**src/rtl/rv32i_operand_stage.sv**
```systemverilog
// Registered ALU operand selection for rv32i: immediate decode, multi-source
// bypass, and a single-entry valid/ready output register with flush.

module rv32i_operand_fwd #(
    parameter int XLEN = 32,
    parameter int NFWD = 2
) (
    input  logic [4:0]           rs,
    input  logic [XLEN-1:0]      rdata,
    input  logic [NFWD-1:0]      fwdValid,
    input  logic [NFWD*5-1:0]    fwdRd,
    input  logic [NFWD*XLEN-1:0] fwdData,
    output logic [XLEN-1:0]      val
);
    // Walk from the lowest-priority source up so that index 0 wins last.
    always_comb begin
        val = rdata;
        if (rs != 5'd0) begin
            for (int k = NFWD - 1; k >= 0; k--) begin
                if (fwdValid[k] && (fwdRd[5*k +: 5] == rs))
                    val = fwdData[XLEN*k +: XLEN];
            end
        end
    end
endmodule

module rv32i_operand_stage #(
    parameter int XLEN = 32,
    parameter int NFWD = 2
) (
    input  logic                 clk,
    input  logic                 rst,
    input  logic                 inValid,
    output logic                 inReady,
    input  logic [31:0]          ins,
    input  logic [XLEN-1:0]      pc,
    input  logic [XLEN-1:0]      rs1Data,
    input  logic [XLEN-1:0]      rs2Data,
    input  logic [3:0]           sel1,
    input  logic [3:0]           sel2,
    input  logic [NFWD-1:0]      fwdValid,
    input  logic [NFWD*5-1:0]    fwdRd,
    input  logic [NFWD*XLEN-1:0] fwdData,
    input  logic                 flush,
    output logic                 outValid,
    input  logic                 outReady,
    output logic [XLEN-1:0]      out1,
    output logic [XLEN-1:0]      out2,
    output logic [XLEN-1:0]      outStore,
    output logic                 outIllegal,
    output logic [15:0]          stallCnt
);
    typedef enum logic {EMPTY = 1'b0, FULL = 1'b1} state_t;

    typedef struct packed {
        logic [XLEN-1:0] op1;
        logic [XLEN-1:0] op2;
        logic [XLEN-1:0] st;
        logic            ill;
    } entry_t;

    state_t state_q, state_d;
    entry_t ent_q, ent_d;
    logic   cap;

    logic [1:0][4:0]      rsIdx;
    logic [1:0][XLEN-1:0] rdat;
    logic [1:0][XLEN-1:0] fval;

    assign rsIdx[0] = ins[19:15];
    assign rsIdx[1] = ins[24:20];
    assign rdat[0]  = rs1Data;
    assign rdat[1]  = rs2Data;

    generate
        for (genvar g = 0; g < 2; g++) begin : g_fwd
            rv32i_operand_fwd #(.XLEN(XLEN), .NFWD(NFWD)) u_fwd (
                .rs      (rsIdx[g]),
                .rdata   (rdat[g]),
                .fwdValid(fwdValid),
                .fwdRd   (fwdRd),
                .fwdData (fwdData),
                .val     (fval[g])
            );
        end
    endgenerate

    logic [XLEN-1:0] immI, immS, immB, immU, immJ, shamt;
    logic [5:0]      sh;

    always_comb begin
        immI  = XLEN'($signed(ins[31:20]));
        immS  = XLEN'($signed({ins[31:25], ins[11:7]}));
        immB  = XLEN'($signed({ins[31], ins[7], ins[30:25], ins[11:8], 1'b0}));
        immU  = XLEN'($signed({ins[31:12], 12'h000}));
        immJ  = XLEN'($signed({ins[31], ins[19:12], ins[20], ins[30:21], 1'b0}));
        // RV64 shifts take a 6-bit amount; RV32 keeps ins[25] out of it.
        sh    = (XLEN == 64) ? ins[25:20] : {1'b0, ins[24:20]};
        shamt = XLEN'(sh);
    end

    always_comb begin
        ent_d     = '0;
        ent_d.st  = fval[1];
        case (sel1)
            4'd0:    ent_d.op1 = fval[0];
            4'd1:    ent_d.op1 = pc;
            4'd2:    ent_d.op1 = '0;
            default: ent_d.ill = 1'b1;
        endcase
        case (sel2)
            4'd0:    ent_d.op2 = fval[1];
            4'd1:    ent_d.op2 = immI;
            4'd2:    ent_d.op2 = shamt;
            4'd3:    ent_d.op2 = immS;
            4'd4:    ent_d.op2 = immU;
            4'd5:    ent_d.op2 = immB;
            4'd6:    ent_d.op2 = immJ;
            4'd7:    ent_d.op2 = XLEN'(4);
            default: ent_d.ill = 1'b1;
        endcase
    end

    assign outValid = (state_q == FULL);
    assign inReady  = !outValid || outReady;
    assign cap      = inValid && inReady && !flush;

    always_comb begin
        state_d = state_q;
        if (flush)
            state_d = EMPTY;
        else if (cap)
            state_d = FULL;
        else if (outReady)
            state_d = EMPTY;
    end

    always_ff @(posedge clk or posedge rst) begin
        if (rst) begin
            state_q  <= EMPTY;
            ent_q    <= '0;
            stallCnt <= 16'd0;
        end else begin
            state_q <= state_d;
            if (cap)
                ent_q <= ent_d;
            if (outValid && !outReady && (stallCnt != 16'hFFFF))
                stallCnt <= stallCnt + 16'd1;
        end
    end

    assign out1       = ent_q.op1;
    assign out2       = ent_q.op2;
    assign outStore   = ent_q.st;
    assign outIllegal = ent_q.ill;
endmodule

```
**config.mk**
```make
export PLATFORM = sky130hd
export DESIGN_NAME = rv32i_operand_stage
export DESIGN_NICKNAME = d
export VERILOG_FILES = /design/src/rtl/rv32i_operand_stage.sv
export SDC_FILE = /design/constraint.sdc
export NUM_CORES = 1
export LEC_CHECK = 0
export BUFFER_PORTS_ARGS = -buffer_cell sky130_fd_sc_hd__buf_2
export CAP_MARGIN = 20
export CORE_MARGIN = 10
export CORE_UTILIZATION = 45
export CTS_CLUSTER_DIAMETER = 50
export DETAILED_ROUTE_END_ITERATION = 7
export PLACE_DENSITY = 0.77
export SETUP_SLACK_MARGIN = 0.4
export SYNTH_ARGS = -nofsm -noshare
export SYNTH_HDL_FRONTEND = slang
export SYNTH_SLANG_ARGS = --single-unit
```
**constraint.sdc**
```tcl
create_clock -name clk -period 5.3 [get_ports clk]
set_clock_uncertainty 0.15 [all_clocks]
set_input_delay 0.265 -clock clk [delete_from_list [all_inputs] [get_ports clk]]
set_output_delay 0.265 -clock clk [all_outputs]
set_load 0.03 [all_outputs]
```
==> flow_summary.toml, run 1 <==
[power]
comb_power_share = 0.269
finalPower_uw = 3240
p_sw_uw = 1080
p_clk_frac = 0.401
ir_drop_mv = 0.229
switching_share = 0.333
p_leak_uw = 0.00463
power_density_nw_per_um2 = 320
internal-power_uw = 2160
power_frac_seq = 0.330

[sta]
layout_setup_ws_ns = 2.11
finalCritPeriodShare = 0.602
fin_tns_setup_ns = 0
relSlewSlack = 0.220
final-max-slew-violation-count = 0
tightest_slew_ns = 1.17
hold_viol_final = 0
setup_violations = 0
min_period_ns = 3.19
fmax_mhz = 314
rsz0062_at_grt = "no"

[detailed_routing]
vias = 8667
drt_iter0_drc = 863
drc_errors = 0
drt.antenna.violating_nets = 0
first_pass_iters = 7
viasPerCell = 6.42
wl_mm = 34.1
drt-wirelength-per-cell_um = 25.2

[clock_network]
root_buffer = "clkbuf_16"
cts_hold_buf = 48
cts_resized = 0
htree_num_levels = 4
cts_sinks = 114
cts_setup_buffers = 0
cts_tree = "done"
clk_latency_ns = 0.41
cts_buffer_depth = 2
cts_inserted_buffers = 17
cts.reportedPaths.clkPinSlew_ns = 0.05

[setup_path]
required_ns = 5.50
critPathArrivalTime_ns = 3.39
crit_type = "flip-flop to flip-flop"
start_kind = "flip-flop"
cp_max_fo = 69
end_kind = "flip-flop"

[synth]
avgSynthCellArea_sq_um = 9.15
synth_seq_cells = 114
synth_top_cell_by_area = "dfrtp_1"
synth_area_leaders = "dfrtp_1 (39%), a22oi_1 (8.4%), o211ai_1 (6.0%), a22o_1 (4.0%), a221o_1 (3.7%)"
synth_seq_area_share = 0.394
synth_top_area_frac = 0.394
ys.flop_type = "dfrtp_1"
ys_async_sr_fraction = 1.00
syn-cell-area_sq_um = 7240
syn-num-nets = 1009
synthCells = 791
synth_edf_count = 0
yosysWarnings = 0
ys_types = 56

[floorplan]
die_area_sq_um = 21600
start_util = 0.457
coreArea_sq_um = 15800
ios = 332
die_h_um = 147
num_rows = 46
fp.dieW_um = 147

[global_route]
track_usage = 0.298
grt_overflow = 0
grt_max_degree = 70
grt_pass1_wl_mm = 50.4
grt_pass1_vias = 8455
antenna_found_initial = 7

[layout]
regArea_sq_um = 2850
finalNonFillerCells = 1351
nNetsFinal = 1333
multi_input_area_sq_um = 4030
drive_gt1_frac = 0.349
nFillCells = 1305
finish.instance_area_sq_um = 10100
syn_to_final_growth_pct = 39.8
layout_commonest_cell = "buf_2"
mostFrequentLayoutCells = "buf_2 (325), dfrtp_1 (114), a22oi_1 (81)"

[place]
dp.cells = 1261
place_ws_ns = 2.13
dp_hpwl_mm = 25.1
routabilityCongestion = 0.892
placed_cell_area_sq_um = 8920
io_buffers = 324

[min_path]
hold_class = "input pin to flip-flop"

[run_status]
outcome = "complete, no violations"

[run]
maxCapViolCount = 0
state kept, by name (all words and copies together) (netlist names):
register and cells:
outStore 32, out1 32, outIllegal 1, outValid 1, out2 32, stallCnt 16
power by group through the flow:
stage	clock, uW	combinational, uW	sequential, uW
floorplan	0	271	1300
global placement	0	818	1070
finish	1300	872	1070
global route	1340	925	1080
CTS	1300	861	1070
detailed placement	0	829	1080
critical path: stages, from the launching register on:
cell	delay (ns)
dfrtp_1	0.33
nor2b_1	0.39
inv_1	0.17
nand3b_1	0.13
buf_4	0.60
buf_4	0.54
a21oi_1	0.09
a31oi_1	0.17
dlygate4sd3_1	0.56
cell usage after synthesis, types with 2 or more instances:
| master | count |
|---|---|
| a2111oi_0 | 2 |
| a21oi_1 | 9 |
| a221o_1 | 27 |
| a221oi_1 | 30 |
| a22o_1 | 33 |
| a22oi_1 | 81 |
| a2bb2oi_1 | 2 |
| a31oi_1 | 20 |
| a32oi_1 | 4 |
| and2_1 | 3 |
| and2_4 | 2 |
| and3_1 | 6 |
| and4_1 | 3 |
| buf_1 | 6 |
| buf_2 | 9 |
| buf_6 | 4 |
| clkbuf_1 | 64 |
| dfrtp_1 | 114 |
| inv_1 | 13 |
| mux2_2 | 4 |
| nand2_1 | 53 |
| nand2b_1 | 2 |
| nand3_1 | 10 |
| nand3b_1 | 2 |
| nand4_1 | 7 |
| nor2_1 | 47 |
| nor2b_1 | 2 |
| nor3_1 | 35 |
| nor3b_1 | 2 |
| nor4_1 | 4 |
| o211ai_1 | 58 |
| o21ai_0 | 23 |
| o221ai_1 | 3 |
| o22ai_1 | 19 |
| o31ai_1 | 32 |
| xnor2_1 | 23 |
| xor2_1 | 14 |
layout make-up:
class	count	area share
flip-flops and latches	114	0.282
multi-input cells	581	0.398
diodes	7	0.00173
clock inverters	8	0.0143
inverters	13	0.00507
clock buffers	24	0.0516
well taps	216	0.0267
repair buffers	388	0.221
metrics by stage:
step / utilization / hold slack, ns
5_1_grt: 0.639 / 0.0165
2_1_floorplan: - / 0.181
4_1_cts: 0.636 / 0.00331
3_5_place_dp: 0.563 / 0.240
6_report: 0.639 / 0.0207
3_3_place_gp: 0.563 / 0.240
cells by family after synthesis:
| group | count (synthesis) | synth area share |
|---|---|---|
| and+or+nand+nor | 186 | 0.123 |
| DFF | 114 | 0.394 |
| muxes | 5 | 0.00761 |
| buffers and inverters | 96 | 0.0555 |
| adders and majority gates | 1 | 0.00173 |
| xor gates and xnor gates | 37 | 0.0448 |
| AOI/OAI and AO/OA | 352 | 0.373 |
routing by layer:
layer | GRT usage | vias up | part of all wire
met4 | 0.145 | 0 | 0.046
met3 | 0.100 | 103 | 0.12
li1 | - | 3812 | -
met1 | 0.372 | 4122 | 0.39
met2 | 0.451 | 630 | 0.45
met5 | 0 | - | 0
worst paths after layout:
kind	from	endpoint	slack (ns)	cells past startpoint
hold / removal	rs2Data[3]	out2[3]	0.02	3
setup reg to reg	outValid	outStore[11]	2.11	8
min in group asynchronous	rst	stallCnt[6]	0.34	3
hold reg to reg	outIllegal	outIllegal	0.33	2
max in group asynchronous	rst	outStore[29]	3.30	4
setup / recovery	outValid	outStore[11]	2.11	8
Power figures use the tool's default switching activity.
==> run 2, diff against run 1 <==
--- a/config.mk
+++ b/config.mk
@@ -8,7 +8,7 @@
 export BUFFER_PORTS_ARGS = -buffer_cell sky130_fd_sc_hd__buf_2
 export CAP_MARGIN = 20
 export CORE_MARGIN = 10
-export CORE_UTILIZATION = 45
+export CORE_UTILIZATION = 43
 export CTS_CLUSTER_DIAMETER = 50
 export DETAILED_ROUTE_END_ITERATION = 7
 export PLACE_DENSITY = 0.77
==> constraint.sdc (replaced) <==
create_clock -name clk -period 2.9 [get_ports clk]
set_clock_uncertainty 0.15 [all_clocks]
set_input_delay 0.145 -clock clk [delete_from_list [all_inputs] [get_ports clk]]
set_output_delay 0.145 -clock clk [all_outputs]
set_load 0.03 [all_outputs]
==> run 2 against run 1 <==
The flow now finishes with violations (DRC); via count up 17%; largest cell class unchanged; register-to-register slack worse by 1.6 ns; highest routed layer is now met5; flip-flop and latch count unchanged.
==> flow_summary.toml, run 2 (synthesized netlist as in run 1, its figures left out) <==
[run]
maxCapViolCount = 0

[sta]
fin_tns_setup_ns = 0
finalCritPeriodShare = 0.814
setup_violations = 0
relSlewSlack = 0.511
fmax_mhz = 424
final-max-slew-violation-count = 0
rsz0062_at_grt = "no"
hold_viol_final = 0
tightest_slew_ns = 0.728
min_period_ns = 2.36

[clock_network]
cts_buffer_depth = 2
clk_latency_ns = 0.41
cts_tree = "done"
root_buffer = "clkbuf_16"
htree_num_levels = 4
cts_sinks = 114
cts_inserted_buffers = 17
cts.reportedPaths.clkPinSlew_ns = 0.06

[setup_path]
end_kind = "flip-flop"
cp_max_fo = 34
crit_type = "flip-flop to flip-flop"
cp_cell_sequence = "nor2b_2, nor3b_4, buf_4, and3_2, buf_12, a22oi_1, a22oi_1"
slowest_delay_ns = 0.46
crit_slowest_cell = "and3_2"
required_ns = 3.08
path_common_cell = "a22oi_1"
critPathArrivalTime_ns = 2.54
start_kind = "flip-flop"

[detailed_routing]
wl_mm = 40.2
drt_iter0_drc = 1346
vias = 10100
drc_errors = 14
viasPerCell = 6.68
drt-wirelength-per-cell_um = 26.6
drt.antenna.violating_nets = 0
first_pass_iters = 8

[floorplan]
die_area_sq_um = 22400
start_util = 0.438
fp.dieW_um = 150
coreArea_sq_um = 16500
num_rows = 47
die_h_um = 150
ios = 332

[min_path]
hold_class = "input pin to flip-flop"

[global_route]
track_usage = 0.341
grt_overflow = 0
grt_pass1_vias = 10200
antenna_found_initial = 8
grt_pass1_wl_mm = 59.7
grt_max_degree = 69

[layout]
layout_commonest_cell = "buf_2"
drive_gt1_frac = 0.317
mostFrequentLayoutCells = "buf_2 (324), dlygate4sd3_1 (192), dfrtp_1 (114)"
finish.instance_area_sq_um = 11700
nNetsFinal = 1495
syn_to_final_growth_pct = 61.9

[place]
placed_cell_area_sq_um = 9150
dp_hpwl_mm = 25.6
io_buffers = 324
routabilityCongestion = 0.857

[power]
ir_drop_mv = 0.446
power_density_nw_per_um2 = 503
finalPower_uw = 5900
p_leak_uw = 0.00525

[run_status]
violations = "DRC"
outcome = "complete, but fails checks"
run 2: cell types whose count changed in the layout (fill, tap and decap cells not counted), moves of 2 or more:
cell           previous run  this run
buf_12                    0         7
buf_4                    13        25
buf_8                     2         0
bufinv_16                 4         2
clkbuf_1                  0         3
clkbuf_8                  7         5
dlygate4sd3_1            48       192
run 2: worst paths after layout:
| path | startpoint | to | slack (ns) | depth (start not counted) |
|---|---|---|---|---|
| max in group asynchronous | rst | outStore[26] | 1.68 | 4 |
| max | outValid | out1[28] | 0.54 | 7 |
| max reg2reg | outValid | out1[28] | 0.54 | 7 |
| min | fwdData[10] | out1[10] | 0.03 | 3 |
| min in group asynchronous | rst | stallCnt[2] | 0.25 | 3 |
| min reg2reg | outStore[3] | outStore[3] | 0.34 | 2 |
run 2: critical path: cells and delay by family, from the launching register on:
kind                   cells  cell delay, ns
and+or+nand+nor            3            0.94
buffers and inverters      2            0.43
DFF                        1            0.37
AOI/OAI and AO/OA          2            0.37
run 2: power by group:
part           leakage, uW  total (uW)  internal (uW)  switching [uW]
Combinational      0.00351        1830            692            1140
Clock             0.000289        2110           1360             742
Sequential         0.00146        1960           1800             166
run 2: layout make-up:
| class | instances | area [sq um] |
|---|---|---|
| clock inverters | 5 | 75.1 |
| multi-input cells | 581 | 4030 |
| clock buffers | 25 | 505 |
| repair buffers | 550 | 3910 |
| inverters | 13 | 52.6 |
| fillers | 1112 | 4800 |
| well taps | 220 | 275 |
| diodes | 7 | 17.5 |
| flip-flops and latches | 114 | 2850 |
run 2: per-stage QoR:
stage / utilization / cells / worst slack [ns] / hold slack (ns)
final: 0.709 / 1515 / 0.540 / 0.0277
after global routing: 0.709 / 1515 / 0.415 / 0.0202
after CTS: 0.705 / 1503 / 0.415 / 0.000648
after detailed placement: 0.554 / 1281 / 0.565 / 0.153
after global placement: 0.554 / 1281 / 0.558 / 0.155
after floorplan: - / 791 / 0.468 / 0.0614
run 2: timing repair:
item / CTS / global route
resized for setup: 0 / 2
buffers inserted: 0 / 4
endpoints found under the hold margin: 126 / 0
setup endpoints to repair: 0 / 24
hold buffers: 192 / 0
run 2: per-layer routing:
metal | routed length, um | track usage | share of wire
met5 | 13 | 0 | 0.00032
met4 | 3020 | 0.197 | 0.075
met2 | 17800 | 0.537 | 0.44
met1 | 13800 | 0.390 | 0.34
met3 | 5610 | 0.130 | 0.14
